[src/rtl/atom_rv_wb_core.sv]
// atom_rv_wb_core: multicycle RV32I core (FETCH -> EXEC -> [MEM] -> FETCH)
// with separate Wishbone instruction and data master ports.
module atom_rv_wb_core #(
    parameter logic [31:0] RESET_PC = 32'h0000_0000
) (
    input  logic        wb_clk_i,
    input  logic        wb_rst_i,
    output logic [31:0] wb_ibus_adr_o,
    input  logic [31:0] wb_ibus_dat_i,
    output logic        wb_ibus_stb_o,
    input  logic        wb_ibus_ack_i,
    output logic [31:0] wb_dbus_adr_o,
    output logic [31:0] wb_dbus_dat_o,
    input  logic [31:0] wb_dbus_dat_i,
    output logic        wb_dbus_we_o,
    output logic [3:0]  wb_dbus_sel_o,
    output logic        wb_dbus_stb_o,
    input  logic        wb_dbus_ack_i,
    output logic        wb_dbus_cyc_o
);

    localparam logic [1:0] S_FETCH = 2'd0;
    localparam logic [1:0] S_EXEC  = 2'd1;
    localparam logic [1:0] S_MEM   = 2'd2;

    localparam logic [6:0] OP_LUI    = 7'b0110111;
    localparam logic [6:0] OP_AUIPC  = 7'b0010111;
    localparam logic [6:0] OP_JAL    = 7'b1101111;
    localparam logic [6:0] OP_JALR   = 7'b1100111;
    localparam logic [6:0] OP_BRANCH = 7'b1100011;
    localparam logic [6:0] OP_LOAD   = 7'b0000011;
    localparam logic [6:0] OP_STORE  = 7'b0100011;
    localparam logic [6:0] OP_IMM    = 7'b0010011;
    localparam logic [6:0] OP_REG    = 7'b0110011;

    logic [1:0]  state_q, state_d;
    logic [31:0] pc_q, pc_d;
    logic [31:0] ir_q, ir_d;
    logic [31:0] dadr_q, dadr_d;
    logic [31:0] ddat_q, ddat_d;
    logic [3:0]  dsel_q, dsel_d;
    logic        dwe_q, dwe_d;
    logic        dstb_q, dstb_d;
    logic [1:0]  ea_lo_q, ea_lo_d;

    logic [31:0] rf [0:31];
    logic        rf_we;
    logic [4:0]  rf_wa;
    logic [31:0] rf_wd;

    logic [6:0]  opcode;
    logic [4:0]  rd;
    logic [4:0]  rs1;
    logic [4:0]  rs2;
    logic [2:0]  f3;
    logic [6:0]  f7;
    logic [31:0] rs1_v;
    logic [31:0] rs2_v;
    logic [31:0] imm_i;
    logic [31:0] imm_s;
    logic [31:0] imm_b;
    logic [31:0] imm_u;
    logic [31:0] imm_j;
    logic [31:0] pc_plus4;

    logic        opimm_ok;
    logic        op_ok;
    logic        do_lui;
    logic        do_auipc;
    logic        do_jal;
    logic        do_jalr;
    logic        do_br;
    logic        do_ld;
    logic        do_st;
    logic        do_alu;

    logic [31:0] alu_b;
    logic [4:0]  shamt;
    logic [31:0] alu_y;
    logic        br_take;
    logic [31:0] ea;
    logic [3:0]  mem_sel;
    logic [31:0] mem_wdat;
    logic [7:0]  ld_b;
    logic [15:0] ld_h;
    logic [31:0] ld_v;

    assign opcode = ir_q[6:0];
    assign rd     = ir_q[11:7];
    assign f3     = ir_q[14:12];
    assign rs1    = ir_q[19:15];
    assign rs2    = ir_q[24:20];
    assign f7     = ir_q[31:25];

    assign rs1_v = (rs1 == 5'd0) ? 32'h0 : rf[rs1];
    assign rs2_v = (rs2 == 5'd0) ? 32'h0 : rf[rs2];

    assign imm_i = {{20{ir_q[31]}}, ir_q[31:20]};
    assign imm_s = {{20{ir_q[31]}}, ir_q[31:25], ir_q[11:7]};
    assign imm_b = {{19{ir_q[31]}}, ir_q[31], ir_q[7],
                    ir_q[30:25], ir_q[11:8], 1'b0};
    assign imm_u = {ir_q[31:12], 12'h000};
    assign imm_j = {{11{ir_q[31]}}, ir_q[31], ir_q[19:12],
                    ir_q[20], ir_q[30:21], 1'b0};

    assign pc_plus4 = pc_q + 32'd4;

    // Encoding legality; anything that fails decodes as a NOP
    always_comb begin
        opimm_ok = 1'b1;
        if (f3 == 3'b001) begin
            opimm_ok = (f7 == 7'h00);
        end else if (f3 == 3'b101) begin
            opimm_ok = (f7 == 7'h00) || (f7 == 7'h20);
        end
        op_ok = (f7 == 7'h00) ||
                ((f7 == 7'h20) && ((f3 == 3'b000) || (f3 == 3'b101)));
    end

    assign do_lui   = (opcode == OP_LUI);
    assign do_auipc = (opcode == OP_AUIPC);
    assign do_jal   = (opcode == OP_JAL);
    assign do_jalr  = (opcode == OP_JALR) && (f3 == 3'b000);
    assign do_br    = (opcode == OP_BRANCH) && (f3[2:1] != 2'b01);
    assign do_ld    = (opcode == OP_LOAD) &&
                      (f3 != 3'b011) && (f3[2:1] != 2'b11);
    assign do_st    = (opcode == OP_STORE) && (f3[2:1] != 2'b11) &&
                      (f3 != 3'b011) && !f3[2];
    assign do_alu   = ((opcode == OP_IMM) && opimm_ok) ||
                      ((opcode == OP_REG) && op_ok);

    assign alu_b = (opcode == OP_REG) ? rs2_v : imm_i;
    assign shamt = alu_b[4:0];

    // Integer ALU shared by register and immediate forms
    always_comb begin
        alu_y = 32'h0;
        case (f3)
            3'b000: alu_y = ((opcode == OP_REG) && f7[5]) ?
                            rs1_v - alu_b : rs1_v + alu_b;
            3'b001: alu_y = rs1_v << shamt;
            3'b010: alu_y = {31'h0, $signed(rs1_v) < $signed(alu_b)};
            3'b011: alu_y = {31'h0, rs1_v < alu_b};
            3'b100: alu_y = rs1_v ^ alu_b;
            3'b101: alu_y = f7[5] ? $unsigned($signed(rs1_v) >>> shamt) :
                            rs1_v >> shamt;
            3'b110: alu_y = rs1_v | alu_b;
            default: alu_y = rs1_v & alu_b;
        endcase
    end

    // Branch condition
    always_comb begin
        br_take = 1'b0;
        case (f3)
            3'b000: br_take = (rs1_v == rs2_v);
            3'b001: br_take = (rs1_v != rs2_v);
            3'b100: br_take = $signed(rs1_v) < $signed(rs2_v);
            3'b101: br_take = $signed(rs1_v) >= $signed(rs2_v);
            3'b110: br_take = rs1_v < rs2_v;
            3'b111: br_take = rs1_v >= rs2_v;
            default: br_take = 1'b0;
        endcase
    end

    assign ea = rs1_v + (do_st ? imm_s : imm_i);

    // Byte lanes and lane-replicated store data for the access size
    always_comb begin
        mem_sel  = 4'b1111;
        mem_wdat = rs2_v;
        case (f3[1:0])
            2'b00: begin
                mem_sel  = 4'b0001 << ea[1:0];
                mem_wdat = {4{rs2_v[7:0]}};
            end
            2'b01: begin
                mem_sel  = ea[1] ? 4'b1100 : 4'b0011;
                mem_wdat = {2{rs2_v[15:0]}};
            end
            default: begin
                mem_sel  = 4'b1111;
                mem_wdat = rs2_v;
            end
        endcase
    end

    // Load lane extraction with sign or zero extension
    always_comb begin
        ld_b = wb_dbus_dat_i[7:0];
        case (ea_lo_q)
            2'd0: ld_b = wb_dbus_dat_i[7:0];
            2'd1: ld_b = wb_dbus_dat_i[15:8];
            2'd2: ld_b = wb_dbus_dat_i[23:16];
            default: ld_b = wb_dbus_dat_i[31:24];
        endcase
        ld_h = ea_lo_q[1] ? wb_dbus_dat_i[31:16] : wb_dbus_dat_i[15:0];
        case (f3)
            3'b000: ld_v = {{24{ld_b[7]}}, ld_b};
            3'b001: ld_v = {{16{ld_h[15]}}, ld_h};
            3'b100: ld_v = {24'h0, ld_b};
            3'b101: ld_v = {16'h0, ld_h};
            default: ld_v = wb_dbus_dat_i;
        endcase
    end

    // Main FSM: next state, PC, bus requests and register writeback
    always_comb begin
        state_d = state_q;
        pc_d    = pc_q;
        ir_d    = ir_q;
        dadr_d  = dadr_q;
        ddat_d  = ddat_q;
        dsel_d  = dsel_q;
        dwe_d   = dwe_q;
        dstb_d  = dstb_q;
        ea_lo_d = ea_lo_q;
        rf_we   = 1'b0;
        rf_wa   = rd;
        rf_wd   = 32'h0;
        case (state_q)
            S_FETCH: begin
                if (wb_ibus_ack_i) begin
                    ir_d    = wb_ibus_dat_i;
                    state_d = S_EXEC;
                end
            end
            S_EXEC: begin
                state_d = S_FETCH;
                pc_d    = pc_plus4;
                unique case (1'b1)
                    do_lui: begin
                        rf_we = 1'b1;
                        rf_wd = imm_u;
                    end
                    do_auipc: begin
                        rf_we = 1'b1;
                        rf_wd = pc_q + imm_u;
                    end
                    do_jal: begin
                        rf_we = 1'b1;
                        rf_wd = pc_plus4;
                        pc_d  = pc_q + imm_j;
                    end
                    do_jalr: begin
                        rf_we = 1'b1;
                        rf_wd = pc_plus4;
                        pc_d  = (rs1_v + imm_i) & 32'hFFFF_FFFE;
                    end
                    do_br: begin
                        if (br_take) begin
                            pc_d = pc_q + imm_b;
                        end
                    end
                    do_alu: begin
                        rf_we = 1'b1;
                        rf_wd = alu_y;
                    end
                    do_ld, do_st: begin
                        state_d = S_MEM;
                        dadr_d  = {ea[31:2], 2'b00};
                        ddat_d  = do_st ? mem_wdat : 32'h0;
                        dsel_d  = mem_sel;
                        dwe_d   = do_st;
                        dstb_d  = 1'b1;
                        ea_lo_d = ea[1:0];
                    end
                    default: begin
                        pc_d = pc_plus4;
                    end
                endcase
            end
            S_MEM: begin
                if (wb_dbus_ack_i) begin
                    state_d = S_FETCH;
                    dstb_d  = 1'b0;
                    dwe_d   = 1'b0;
                    rf_we   = !dwe_q;
                    rf_wd   = ld_v;
                end
            end
            default: begin
                state_d = S_FETCH;
            end
        endcase
    end

    // Architectural and bus state, cleared by the async reset
    always_ff @(posedge wb_clk_i or negedge wb_rst_i) begin
        if (!wb_rst_i) begin
            state_q <= S_FETCH;
            pc_q    <= RESET_PC;
            ir_q    <= 32'h0000_0013;
            dadr_q  <= 32'h0;
            ddat_q  <= 32'h0;
            dsel_q  <= 4'h0;
            dwe_q   <= 1'b0;
            dstb_q  <= 1'b0;
            ea_lo_q <= 2'd0;
        end else begin
            state_q <= state_d;
            pc_q    <= pc_d;
            ir_q    <= ir_d;
            dadr_q  <= dadr_d;
            ddat_q  <= ddat_d;
            dsel_q  <= dsel_d;
            dwe_q   <= dwe_d;
            dstb_q  <= dstb_d;
            ea_lo_q <= ea_lo_d;
        end
    end

    // Register file; contents survive reset, x0 is never written
    always_ff @(posedge wb_clk_i) begin
        if (rf_we && (rf_wa != 5'd0)) begin
            rf[rf_wa] <= rf_wd;
        end
    end

    assign wb_ibus_adr_o = {pc_q[31:2], 2'b00};
    assign wb_ibus_stb_o = (state_q == S_FETCH) && wb_rst_i;
    assign wb_dbus_adr_o = dadr_q;
    assign wb_dbus_dat_o = ddat_q;
    assign wb_dbus_we_o  = dwe_q;
    assign wb_dbus_sel_o = dsel_q;
    assign wb_dbus_stb_o = dstb_q;
    assign wb_dbus_cyc_o = dstb_q;

endmodule

[config.mk]
export PLATFORM = sky130hd
export DESIGN_NAME = atom_rv_wb_core
export DESIGN_NICKNAME = d
export VERILOG_FILES = /design/src/rtl/atom_rv_wb_core.sv
export SDC_FILE = /design/constraint.sdc
export NUM_CORES = 2
export LEC_CHECK = 0
export CAP_MARGIN = 0
export CORE_MARGIN = 2
export CORE_UTILIZATION = 29
export DETAILED_ROUTE_END_ITERATION = 12
export HOLD_SLACK_MARGIN = 0.02
export PLACE_DENSITY = 0.48
export SETUP_SLACK_MARGIN = 0.15
export SYNTH_ARGS = -nofsm -noshare
export SYNTH_HDL_FRONTEND = slang
export SYNTH_SLANG_ARGS = --single-unit
[constraint.sdc]
create_clock -name wb_clk_i -period 18.7 [get_ports wb_clk_i]
set_input_delay 2.805 -clock wb_clk_i [delete_from_list [all_inputs] [get_ports wb_clk_i]]
set_output_delay 2.805 -clock wb_clk_i [all_outputs]
set_load 0.01 [all_outputs]
Word-level counts from Yosys, hierarchy flattened
Memories as Yosys holds them, arrays and structs flattened.
Index checks and enable logic that the tools add are counted.
{"block": "totals", "ff_bits": 136, "ram_bits": 1024, "in_bits": 68, "output_inout_bits": 104, "wordCells": 132, "memories": 1}
{"block": "classes", "addsub": 8, "magnitude_cmp": 6, "eq_ne": 30, "n_shift": 4, "mux": 36, "n_bitwise": 3, "reduce_logical": 35}
{"memory": "rf", "words": 32, "word_bits": 32, "read_ports": 2, "rd_clocked_by_memory_dff": 0, "write_ports": 1, "line_no": "46", "text": "logic [31:0] rf [0:31];"}
{"cell": "2-to-1 mux 32 bit", "n": 8}
{"cell": "one-hot mux 32 bit (4 select lines)", "n": 2}
{"cell": "one-hot mux 32 bit (7 select lines)", "n": 1}
{"cell": "adder 32 bit", "n": 6}
{"cell": "less-than comparator 32 bit", "n": 4}
{"cell": "one-hot mux 32 bit (2 select lines)", "n": 2}
{"cell": "one-hot mux 32 bit (3 select lines)", "n": 1}
{"cell": ">= comparator 32 bit", "n": 2}
{"cell": "adder 32 x 3 -> 32 bit, second input constant", "n": 1}
{"cell": "bitwise AND 32 bit", "n": 1}
{"cell": "equality test 32 bit", "n": 1}
{"cell": "inequality test 32 bit", "n": 1}
{"cell": "OR 32 bit", "n": 1}
{"cell": "<< shifter 32 x 5 -> 32 bit", "n": 1}
{"cell": ">> shifter 32 x 5 -> 32 bit", "n": 1}
{"cell": ">>> shifter 32 x 5 -> 32 bit", "n": 1}
{"cell": "subtractor 32 bit", "n": 1}
{"cell": "bitwise XOR 32 bit", "n": 1}
{"cell": "equality test 7 x 6 -> 1 bit, second input constant", "n": 4}
{"cell": "one-hot mux 8 bit (3 select lines)", "n": 1}
{"cell": "equality test 7 bit, second input constant", "n": 3}
{"cell": "2-to-1 mux 16 bit", "n": 1}
{"cell": "equality test 7 x 5 -> 1 bit, second input constant", "n": 2}
{"cell": "logical AND 1 bit", "n": 13}
{"cell": "other kinds (30)", "n": 62}

Logic depth before layout (Yosys ltp)
{"block": "logic_depth", "ltp_word": 12, "mapped_depth": 28, "mapped_depth_nobuf": 20}

Least setup slack after synthesis
Ideal clock, no wire load.
{"block": "synth_path", "path_kind": "reg2reg", "start": "reg ir_q[20]", "end": "mem rf[0][20], data pin", "setup_ns": 0.396, "arrival_ns": 6.374, "required_time_ns": 18.304, "setup_slack_ns": 11.930, "path_stages_with_launch": 22, "path_buffers": 6, "period_less_slack_ns": 6.770, "cell_sequence": "dfrtp_1 > buf_6 > buf_8 > buf_6 > buf_4 > buf_4 > buf_1 > mux4_2 > mux4_2 > a22oi_1 > o21ai_0 > ha_1 > nor2b_1 > a211o_1 > nor4_1 > a21oi_1 > or2_2 > o41ai_1 > xor2_1 > nor3_1 > a31oi_1 > a32oi_1"}
{"block": "synth_via", "elab_chain_cells": 8, "elab_cells_between_ends": 18, "cone_classes": "add/sub (3); shift (3); mux (7); bitwise (3); reduce/logical (1); memory (1)"}
{"element": "from (decl)", "line_no": "38", "text": "logic [31:0] ir_q, ir_d;"}
{"element": "from (signal assigned)", "line_no": "303", "text": "ir_q <= ir_d;"}
{"element": "memory (32 x 32 bit) / logical NOT 5 bit (equally long branches)"}
{"element": "2-to-1 mux 32 bit", "line_no": "96", "text": "assign rs2_v = (rs2 == 5'd0) ? 32'h0 : rf[rs2];"}
{"element": "2-to-1 mux 32 bit", "line_no": "132", "text": "assign alu_b = (opcode == OP_REG) ? rs2_v : imm_i;"}
{"element": "adder 32 bit, or another cell as far along", "line_no": "140", "text": "rs1_v - alu_b : rs1_v + alu_b;"}
{"element": "2-to-1 mux 32 bit (on tied branches)", "line_no": "139, 145"}
{"element": "one-hot mux 32 bit (7 select lines)", "line_no": "138", "text": "case (f3)"}
{"element": "one-hot mux 32 bit (4 select lines) *", "line_no": "231", "text": "unique case (1'b1)"}
{"element": "one-hot mux 32 bit (2 select lines) *", "line_no": "221", "text": "case (state_q)"}
{"element": "via rf_wd[20]", "line_no": "49", "text": "logic [31:0] rf_wd;"}
{"element": "to (decl)", "line_no": "46"}
Mark *: on every way through the listed nets, which the timed path passes. The rest lies on a longest branch.

Final worst setup path
{"block": "layout_path", "start": "reg ir_q[21]", "end": "mem rf[0][29], data pin"}
The elaborated chain is that of the path after synthesis.

==> results.sh <==
export IMPL_status="complete, no violations"
export IMPL_yosys_area_top_type="edfxtp_1"
export IMPL_netlist_area_um2=72100
export IMPL_async_reset_ff_share_pct=11.6
export IMPL_post_route_cell_area_um2=82700
export IMPL_via_per_inst=6.11
export IMPL_clkLatencyLatePin_ns=0.82
export IMPL_ys_types=116
export IMPL_pre_cts_ws_ns=9.39
export IMPL_syn2layout_area_growth_pct=14.6
export IMPL_ys_seq_area_share_pct=47.3
export IMPL_slew_headroom_pct=10.4
export IMPL_synthTopCellsByArea="edfxtp_1, mux4_2, dfrtp_1, ha_1, mux2i_1"
export IMPL_drv_slew=0
export IMPL_post_cts_resized=0
export IMPL_path_clk_slew_ns=0.06
export IMPL_postCtsHoldBufs=0
export IMPL_utilization_pct=33.3
export IMPL_period_share_pct=51.3
export IMPL_fin_skew_ns=0.0561
export IMPL_die_area_um2=253000
export IMPL_grt_pass1_vias=55700
export IMPL_synth_seq_cells=1159
export IMPL_postCtsSetupRepairBufs=0
export IMPL_cts_tree="built"
export IMPL_core_area_um2=248000
export IMPL_max_freq_mhz=104
export IMPL_drtIter0Drc=8010
export IMPL_netlist_instances=5879
export IMPL_grt_pass1_wl_um=465000
export IMPL_hold_class="flop to flop"
export IMPL_yosys_warnings=0
export IMPL_cts_buffer_depth=3
export IMPL_syn_avg_cell_area_um2=12.3
export IMPL_end_kind="flop"
export IMPL_antenna_found_initial=17
export IMPL_fin_nets=6312
export IMPL_port_buffers=167
export IMPL_startpoint_type="flop"
export IMPL_cts_buffers=138
export IMPL_io_pins=172
export IMPL_cp_arrival_ns=9.96
export IMPL_antenna_left=0
export IMPL_place_area_um2=78200
export IMPL_yosysMostFrequentCell="edfxtp_1"
export IMPL_root_buffer="clkbuf_16"
export IMPL_worst_pin_slew_ns=1.34
export IMPL_initial_core_util_pct=29.1
export IMPL_die_x_um=503
export IMPL_clock_sinks=1159
export IMPL_overflow=0
export IMPL_synth_ff_type="edfxtp_1"
export IMPL_rsz0062_at_grt="false"
export IMPL_place_congestion=1.02
export IMPL_grtUsageTotal_pct=26.3
export IMPL_setup_violations_final=0
export IMPL_nFillCells=24500
export IMPL_hold_violations=0
export IMPL_path_class="flop to flop"
export IMPL_rows=183
export IMPL_drive_above_1_share_pct=18.7
export IMPL_synth_common_cells="edfxtp_1, nand2_1, mux4_2"
export IMPL_synth_edf_count=1024
export IMPL_wl_per_cell_um=36.0
export IMPL_drv_cap=0
export IMPL_dp_hpwl_um=229000
export IMPL_die_h_um=503
export IMPL_drt_wl_total_um=340000
export IMPL_required_ns=19.07
export IMPL_post_route_min_period_ns=9.60
export IMPL_netlist_area_leader_share_pct=42.6
export IMPL_grt_max_degree=101
export IMPL_drcViolationCount=0
export IMPL_htreeDepth=4
export IMPL_via_count=57700
export IMPL_dr_pass1_iters=8
export IMPL_finalSetupTns_ns=0
export IMPL_critPathMaxFanout=54
export IMPL_layout_setup_ws_ns=9.10
[cells in the final DEF, fill, tap and decap left out, drive strengths merged, types with 28 or more instances in the layout]
cell	count
inv	176
clkinv	73
a22o	29
clkbuf	162
or3	35
a211oi	56
o21a	47
xnor2	91
a31oi	51
nand3	88
o22ai	81
nor2b	31
a22oi	88
a21o	73
nand2	469
mux4	474
a221oi	44
dfrtp	132
nor2	366
nand4	54
xor2	65
conb	36
buf	221
a21oi	446
o221ai	56
ha	222
edfxtp	1024
o211ai	40
mux2i	252
and3	29
clkdlybuf4s50	166
o21bai	28
o21ai	326
nor3	103
mux2	84
[logic make-up (layout without fill, tap and decap cells)]
kind of cell / count (synthesis) / count (layout) / synth area share [%]
AOI/OAI and AO/OA: 1611 / 1611 / 14.8
and+or+nand+nor: 1306 / 1306 / 8.31
DFF: 1159 / 1159 / 47.3
muxes: 810 / 810 / 19.7
buffers and inverters: 607 / 811 / 4.00
adders and majority gates: 229 / 229 / 4.04
xor gates and xnor gates: 156 / 156 / 1.89
other: 1 / 42 / 0.00520
[metal layers]
metal / global-route usage, % / up-vias / share of wire, %
li1: - / 23500 / -
met1: 34.6 / 30100 / 40
met2: 41.0 / 3316 / 45
met3: 4.87 / 741 / 8.4
met4: 13.8 / 8 / 6.1
met5: 0 / - / 0.014
[sequential cells by signal, indices dropped and copies added, names as in the netlist]
| name | cells |
|---|---|
| rf | 1024 |
| wb_dbus_adr_o | 30 |
| wb_dbus_we_o | 1 |
| wb_dbus_cyc_o | 1 |
| pc_q | 31 |
| wb_dbus_sel_o | 4 |
| wb_dbus_dat_o | 32 |
| state_q | 2 |
| ir_q | 32 |
| ea_lo_q | 2 |
[cell type report]
type,count,area (µm²),share of cell area (%)
Antenna cell,6,15.0,0.0182
Clock buffer,161,3550,4.29
Clock inverter,82,911,1.10
Inverter,179,674,0.816
Multi-Input combinational cell,4148,35800,43.3
Sequential cell,1159,34200,41.3
Tap cell,3330,4170,5.04
Timing Repair Buffer,389,3370,4.07
[path summary, 6_finish.rpt]
| kind | start | to | slack [ns] | cells after the start |
|---|---|---|---|---|
| worst max-delay path | ir_q[21] | rf[0][29] | 9.10 | 19 |
| worst min-delay path | wb_dbus_dat_o[12] | wb_dbus_dat_o[12] | 0.47 | 2 |
| worst max register to register | ir_q[21] | rf[0][29] | 9.10 | 19 |
| worst min register to register | wb_dbus_dat_o[12] | wb_dbus_dat_o[12] | 0.47 | 2 |
| max in group asynchronous | wb_rst_i | ir_q[17] | 14.81 | 3 |
| min in group asynchronous | wb_rst_i | ir_q[8] | 1.91 | 1 |
[critical path: stages, from the launching register on]
cell and delay [ns]:
dfrtp_4 0.90, buf_4 0.65, buf_4 0.79, buf_4 0.67, mux4_2 0.42, mux4_2 0.49
a22oi_1 0.25, buf_4 0.26, a21oi_1 0.11, ha_1 0.60, and3_1 0.28, nand3_1 0.17
a2111oi_0 0.48, o31ai_1 0.20, a21oi_1 0.42, nor4_1 0.10, nor3_1 0.33, mux2i_1 0.15
a2111oi_2 1.10, nor2_2 0.49
[per-stage QoR]
stage	hold WS, ns	std cells
floorplan	0.507	5914
global placement	0.461	9203
detailed placement	0.466	9204
CTS	0.479	9447
global route	0.496	9449
finish	0.473	9454
Power is not shown: default switching activity piles up to over one toggle a cycle in this logic, so the estimate is an artifact.
